<file path="src/rtl/ysyx_25040109_mem_arbiter.sv">
// Round-robin arbiter that shares one downstream memory port between the IFU (reads)
// and the LSU (reads and writes), keeping at most one transaction in flight.
module ysyx_25040109_mem_arbiter #(
    parameter int ADDR_W  = 32,
    parameter int DATA_W  = 32,
    parameter int TMO_CYC = 255
) (
    input  logic                clk,
    input  logic                rst,

    input  logic [ADDR_W-1:0]   ifu_araddr,
    input  logic                ifu_arvalid,
    output logic                ifu_arready,
    output logic [DATA_W-1:0]   ifu_rdata,
    output logic                ifu_rvalid,
    input  logic                ifu_rready,

    input  logic [ADDR_W-1:0]   lsu_araddr,
    input  logic                lsu_arvalid,
    output logic                lsu_arready,
    output logic [DATA_W-1:0]   lsu_rdata,
    output logic                lsu_rvalid,
    input  logic                lsu_rready,

    input  logic [ADDR_W-1:0]   lsu_awaddr,
    input  logic                lsu_awvalid,
    output logic                lsu_awready,
    input  logic [DATA_W-1:0]   lsu_wdata,
    input  logic [DATA_W/8-1:0] lsu_wmask,
    input  logic                lsu_wvalid,
    output logic                lsu_wready,

    output logic [ADDR_W-1:0]   mem_araddr,
    output logic                mem_arvalid,
    input  logic                mem_arready,
    input  logic [DATA_W-1:0]   mem_rdata,
    input  logic                mem_rvalid,
    output logic                mem_rready,

    output logic [ADDR_W-1:0]   mem_awaddr,
    output logic                mem_awvalid,
    input  logic                mem_awready,
    output logic [DATA_W-1:0]   mem_wdata,
    output logic [DATA_W/8-1:0] mem_wmask,
    output logic                mem_wvalid,
    input  logic                mem_wready,

    output logic                err_timeout
);

    localparam int WDOG_W = $clog2(TMO_CYC + 1);
    localparam logic [WDOG_W-1:0] WDOG_MAX = WDOG_W'(TMO_CYC);

    typedef enum logic [2:0] {
        S_IDLE,
        S_IFU_AR,
        S_IFU_R,
        S_LSU_AR,
        S_LSU_R,
        S_LSU_W
    } state_e;

    state_e              state_q, state_d;
    logic                last_lsu_q, last_lsu_d;
    logic [WDOG_W-1:0]   wdog_q, wdog_d;
    logic                aw_done_q, aw_done_d;
    logic                err_timeout_q, err_timeout_d;

    logic                ifu_req;
    logic                lsu_req;
    logic                lsu_wr_req;
    logic                ar_hs;
    logic                r_hs;
    logic                aw_hs;
    logic                w_hs;

    // Downstream channels are steered purely by the current grant; everything is 0 in IDLE.
    always_comb begin
        ifu_arready = 1'b0;
        ifu_rdata   = '0;
        ifu_rvalid  = 1'b0;
        lsu_arready = 1'b0;
        lsu_rdata   = '0;
        lsu_rvalid  = 1'b0;
        lsu_awready = 1'b0;
        lsu_wready  = 1'b0;
        mem_araddr  = '0;
        mem_arvalid = 1'b0;
        mem_rready  = 1'b0;
        mem_awaddr  = '0;
        mem_awvalid = 1'b0;
        mem_wdata   = '0;
        mem_wmask   = '0;
        mem_wvalid  = 1'b0;
        case (state_q)
            S_IFU_AR: begin
                mem_araddr  = ifu_araddr;
                mem_arvalid = ifu_arvalid;
                ifu_arready = mem_arready;
            end
            S_IFU_R: begin
                ifu_rdata  = mem_rdata;
                ifu_rvalid = mem_rvalid;
                mem_rready = ifu_rready;
            end
            S_LSU_AR: begin
                mem_araddr  = lsu_araddr;
                mem_arvalid = lsu_arvalid;
                lsu_arready = mem_arready;
            end
            S_LSU_R: begin
                lsu_rdata  = mem_rdata;
                lsu_rvalid = mem_rvalid;
                mem_rready = lsu_rready;
            end
            S_LSU_W: begin
                // Once the address has been taken it must not be offered a second time.
                mem_awaddr  = lsu_awaddr;
                mem_awvalid = lsu_awvalid & ~aw_done_q;
                lsu_awready = mem_awready & ~aw_done_q;
                mem_wdata   = lsu_wdata;
                mem_wmask   = lsu_wmask;
                mem_wvalid  = lsu_wvalid;
                lsu_wready  = mem_wready;
            end
            default: ;
        endcase
    end

    assign ifu_req     = ifu_arvalid;
    assign lsu_wr_req  = lsu_awvalid | lsu_wvalid;
    assign lsu_req     = lsu_wr_req | lsu_arvalid;
    assign ar_hs       = mem_arvalid & mem_arready;
    assign r_hs        = mem_rvalid & mem_rready;
    assign aw_hs       = mem_awvalid & mem_awready;
    assign w_hs        = mem_wvalid & mem_wready;
    assign err_timeout = err_timeout_q;

    // Next-state: grant in IDLE, advance on handshakes, and let the watchdog abort stalls.
    always_comb begin
        state_d       = state_q;
        last_lsu_d    = last_lsu_q;
        wdog_d        = wdog_q;
        aw_done_d     = aw_done_q;
        err_timeout_d = err_timeout_q;
        case (state_q)
            S_IDLE: begin
                if (ifu_req && (!lsu_req || last_lsu_q)) begin
                    state_d    = S_IFU_AR;
                    last_lsu_d = 1'b0;
                end else if (lsu_req) begin
                    state_d    = lsu_wr_req ? S_LSU_W : S_LSU_AR;
                    last_lsu_d = 1'b1;
                end
            end
            S_IFU_AR: if (ar_hs) state_d = S_IFU_R;
            S_IFU_R:  if (r_hs)  state_d = S_IDLE;
            S_LSU_AR: if (ar_hs) state_d = S_LSU_R;
            S_LSU_R:  if (r_hs)  state_d = S_IDLE;
            S_LSU_W: begin
                if (aw_hs) aw_done_d = 1'b1;
                if (w_hs)  state_d   = S_IDLE;
            end
            default: state_d = S_IDLE;
        endcase

        // The watchdog measures time spent without progress in the current state.
        if (state_d != state_q) begin
            wdog_d = '0;
        end else if (state_q != S_IDLE) begin
            if (wdog_q != WDOG_MAX) wdog_d = wdog_q + WDOG_W'(1);
            if (wdog_d == WDOG_MAX) begin
                err_timeout_d = 1'b1;
                state_d       = S_IDLE;
                wdog_d        = '0;
            end
        end

        if (state_d != S_LSU_W) aw_done_d = 1'b0;
    end

    always_ff @(posedge clk) begin
        if (rst) begin
            state_q       <= S_IDLE;
            last_lsu_q    <= 1'b1;
            wdog_q        <= '0;
            aw_done_q     <= 1'b0;
            err_timeout_q <= 1'b0;
        end else begin
            state_q       <= state_d;
            last_lsu_q    <= last_lsu_d;
            wdog_q        <= wdog_d;
            aw_done_q     <= aw_done_d;
            err_timeout_q <= err_timeout_d;
        end
    end

endmodule
</file>
<file path="config.mk">
export PLATFORM = sky130hd
export DESIGN_NAME = ysyx_25040109_mem_arbiter
export DESIGN_NICKNAME = d
export VERILOG_FILES = /design/src/rtl/ysyx_25040109_mem_arbiter.sv
export SDC_FILE = /design/constraint.sdc
export NUM_CORES = 1
export LEC_CHECK = 0
export ABC_AREA = 1
export CORE_AREA = 2 2 136 138
export CTS_CLUSTER_DIAMETER = 60
export DETAILED_ROUTE_END_ITERATION = 16
export DIE_AREA = 0 0 138 140
export PLACE_DENSITY = 0.63
export SLEW_MARGIN = 0
export SYNTH_ARGS = -nofsm -noshare
export SYNTH_HDL_FRONTEND = slang
export SYNTH_SLANG_ARGS = --single-unit
</file>
<file path="constraint.sdc">
create_clock -name clk -period 2.5 [get_ports clk]
set_clock_uncertainty 0.05 [all_clocks]
set_input_delay 0.25 -clock clk [delete_from_list [all_inputs] [get_ports clk]]
set_output_delay 0.25 -clock clk [all_outputs]
set_load 0.02 [all_outputs]
</file>
==> impl_metrics.env <==
export IMPL_grt_usage=0.1471
export IMPL_drt_iter0_drc=194
export IMPL_final_nets=979
export IMPL_path_buf_inv=4
export IMPL_clock_path_buffers=2
export IMPL_area_growth_pct=167.6
export IMPL_cts_inserted_buffers=3
export IMPL_crit_slowest_cell="clkdlybuf4s50_1"
export IMPL_power_density_nw_per_um2=450.5
export IMPL_tightestPinTransition_ns=0.3464
export IMPL_cts_tree="built"
export IMPL_layout_drive_gt1_share=0.05119
export IMPL_r2r_slack_ns=0.36
export IMPL_ys_flop_type="dfxtp_1"
export IMPL_ir_worst_vdd_v=0.0002440
export IMPL_ys_top_cells_by_count="nor2_1 (158), inv_1 (120), nand2_1 (46), a22o_1 (32), clkbuf_1 (17)"
export IMPL_multi_input_area_um2=1469
export IMPL_arrival_ns=2.02
export IMPL_syn_area_um2=2327
export IMPL_cts_sinks=14
export IMPL_drc_errors=0
export IMPL_crit_type="flop to output pin"
export IMPL_ant_nets=0
export IMPL_final_setup_viol_count=0
export IMPL_synth_edff_count=0
export IMPL_initial_utilization=0.1309
export IMPL_design_core_area_um2=17780
export IMPL_path_depth=7
export IMPL_die_y_um=140
export IMPL_die_area_um2=19320
export IMPL_finalCritPeriodShare=0.9298
export IMPL_rr_startpoint="wdog_q[0]"
export IMPL_grt_pass1_wl_um=22510
export IMPL_wl_um=15410
export IMPL_crit_family="buffers and inverters"
export IMPL_register_area_um2=284.0
export IMPL_ys_types=31
export IMPL_die_w_um=138
export IMPL_maxSlewViolCount=0
export IMPL_r2r_cells=11
export IMPL_fin_setup_tns_ns=0
export IMPL_rows=49
export IMPL_hold_path_class="flop to flop"
export IMPL_grt_max_degree=41
export IMPL_netlist_instances=465
export IMPL_syn_nets=642
export IMPL_place_hpwl_um=13400
export IMPL_cts_hold_buf=0
export IMPL_postCtsResizedCells=0
export IMPL_fmax_mhz=430.2
export IMPL_synth_seq_cells=14
export IMPL_clkLatencyLatePin_ns=0.25
export IMPL_firstDrtPassIters=4
export IMPL_min_period_ns=2.324
export IMPL_fin_hold_ws_ns=0.4562
export IMPL_slowest_delay_ns=0.63
export IMPL_maxCapViolCount=0
export IMPL_wl_per_cell_um=14.94
export IMPL_startpoint_type="flop"
export IMPL_hold_viol=0
export IMPL_synth_area_top_cells="nor2_1 (25%), inv_1 (19%), a22o_1 (12%), dfxtp_1 (12%), nand2_1 (7.4%)"
export IMPL_synth_async_reset_ratio=0
export IMPL_relSlewSlack=0.7682
export IMPL_crit_start="state_q[0]"
export IMPL_htree_levels=1
export IMPL_grt_pass1_vias=3873
export IMPL_rsz0062_at_grt="no"
export IMPL_critPathMaxFanout=32
export IMPL_netlist_top_cell_by_area="nor2_1"
export IMPL_clk_pin_slew_ns=0.05
export IMPL_postCtsSetupBuffers=0
export IMPL_pin_count=351
export IMPL_port_buffers=350
export IMPL_grt_antenna_before_repair=1
export IMPL_crit_top_cell="inv_2"
export IMPL_vias=3959
export IMPL_yosys_area_top_type_share=0.2548
export IMPL_cp_endpoint="mem_araddr[20]"
export IMPL_cp_data_required_time_ns=2.20
export IMPL_avgViaCountPerCell=3.840
export IMPL_grt_overflow=0
export IMPL_ys_seq_area_frac=0.1204
export IMPL_final_fill_count=1910
export IMPL_syn_area_per_cell_um2=5.005
export IMPL_cp_cell_sequence="nand2_2 -> inv_2 -> nand2_1 -> inv_2 -> buf_12 -> a22o_1 -> clkdlybuf4s50_1"
export IMPL_reg2reg_to="err_timeout"
export IMPL_yosysMostFrequentCell="nor2_1"
export IMPL_end_kind="output pin"
export IMPL_yosysWarnings=0
export IMPL_cts_root_buffer="clkbuf_16"
export IMPL_leakagePower_nw=2.861
export IMPL_status="complete, no violations"
export IMPL_gp_congestion=0.8272
per-layer routing:
layer,track usage,part of all wire,vias to the layer above
met5,0,0,-
met4,0.03330,0.020,0
met3,0.04205,0.068,19
met2,0.2767,0.53,140
met1,0.1639,0.39,1749
li1,-,-,2051
cells in the final DEF, fill, tap and decap left out, types with 3 or more instances in the layout:
cell and count:
a21oi_1 7, a22o_1 32, a22oi_1 8, buf_12 6, buf_4 5, clkbuf_16 3, clkdlybuf4s50_1 346, dfxtp_1 11
dfxtp_2 3, inv_1 120, inv_2 7, nand2_1 46, nand2_2 6, nand3_1 11, nand4_1 4, nor2_1 158
nor2_4 3, o211ai_1 3, o21ai_1 4
worst min path at each step:
stage	from	to	cells past startpoint
finish	last_lsu_q	last_lsu_q	2
global route	last_lsu_q	last_lsu_q	2
CTS	last_lsu_q	last_lsu_q	2
detailed placement	last_lsu_q	last_lsu_q	2
global placement	last_lsu_q	last_lsu_q	2
floorplan	rst	err_timeout	1
registers in the layout (all words and copies together), names as in the netlist:
register	count
wdog_q	8
state_q	3
aw_done_q	1
err_timeout	1
last_lsu_q	1
power by group:
group / total [W] / switching, W / internal, W
registers: 0.000292 / 0.0000416 / 0.000250
logic: 0.00217 / 0.00112 / 0.00105
clock network: 0.000344 / 0.000101 / 0.000243
cell families (layout without fill, tap and decap cells):
| logic type | Yosys count | after routing | share of synthesized area |
|---|---|---|---|
| xor gates and xnor gates | 2 | 2 | 0.007528 |
| other | 0 | 1 | 0 |
| AOI/OAI and AO/OA | 60 | 60 | 0.1968 |
| adders and majority gates | 1 | 1 | 0.005375 |
| and+or+nand+nor | 236 | 236 | 0.4194 |
| buffers and inverters | 152 | 488 | 0.2505 |
| DFF | 14 | 14 | 0.1204 |
per-stage QoR:
stage | std cells | power (W) | worst slack, ns | utilization | instance area [um2]
finish | 1031 | 0.002806 | 0.1756 | 0.3503 | 6228
global route | 1031 | 0.002967 | 0.09386 | 0.3503 | 6228
detailed placement | 1026 | 0.002464 | 0.3156 | 0.3450 | 6133
global placement | 1026 | 0.002470 | 0.3051 | 0.3450 | 6133
floorplan | 465 | 0.001333 | 0.7169 | - | 2327
CTS | 1030 | 0.002822 | 0.04772 | 0.3500 | 6222
final cells by class:
type,instances,share of cell area
timing repair buffer,357,0.5814
multi-input combinational,299,0.2358
sequential,14,0.04560
tap,229,0.04600
clock buffer,4,0.01426
antenna,1,0.0004018
inverter,127,0.07654
tightest hold or removal path, delay by kind of cell (launching register included):
family	cells	cell delay, ns
DFF	1	0.29
AOI/OAI and AO/OA	1	0.09
buffers and inverters	1	0.07
(Power assumes the default switching activity.)
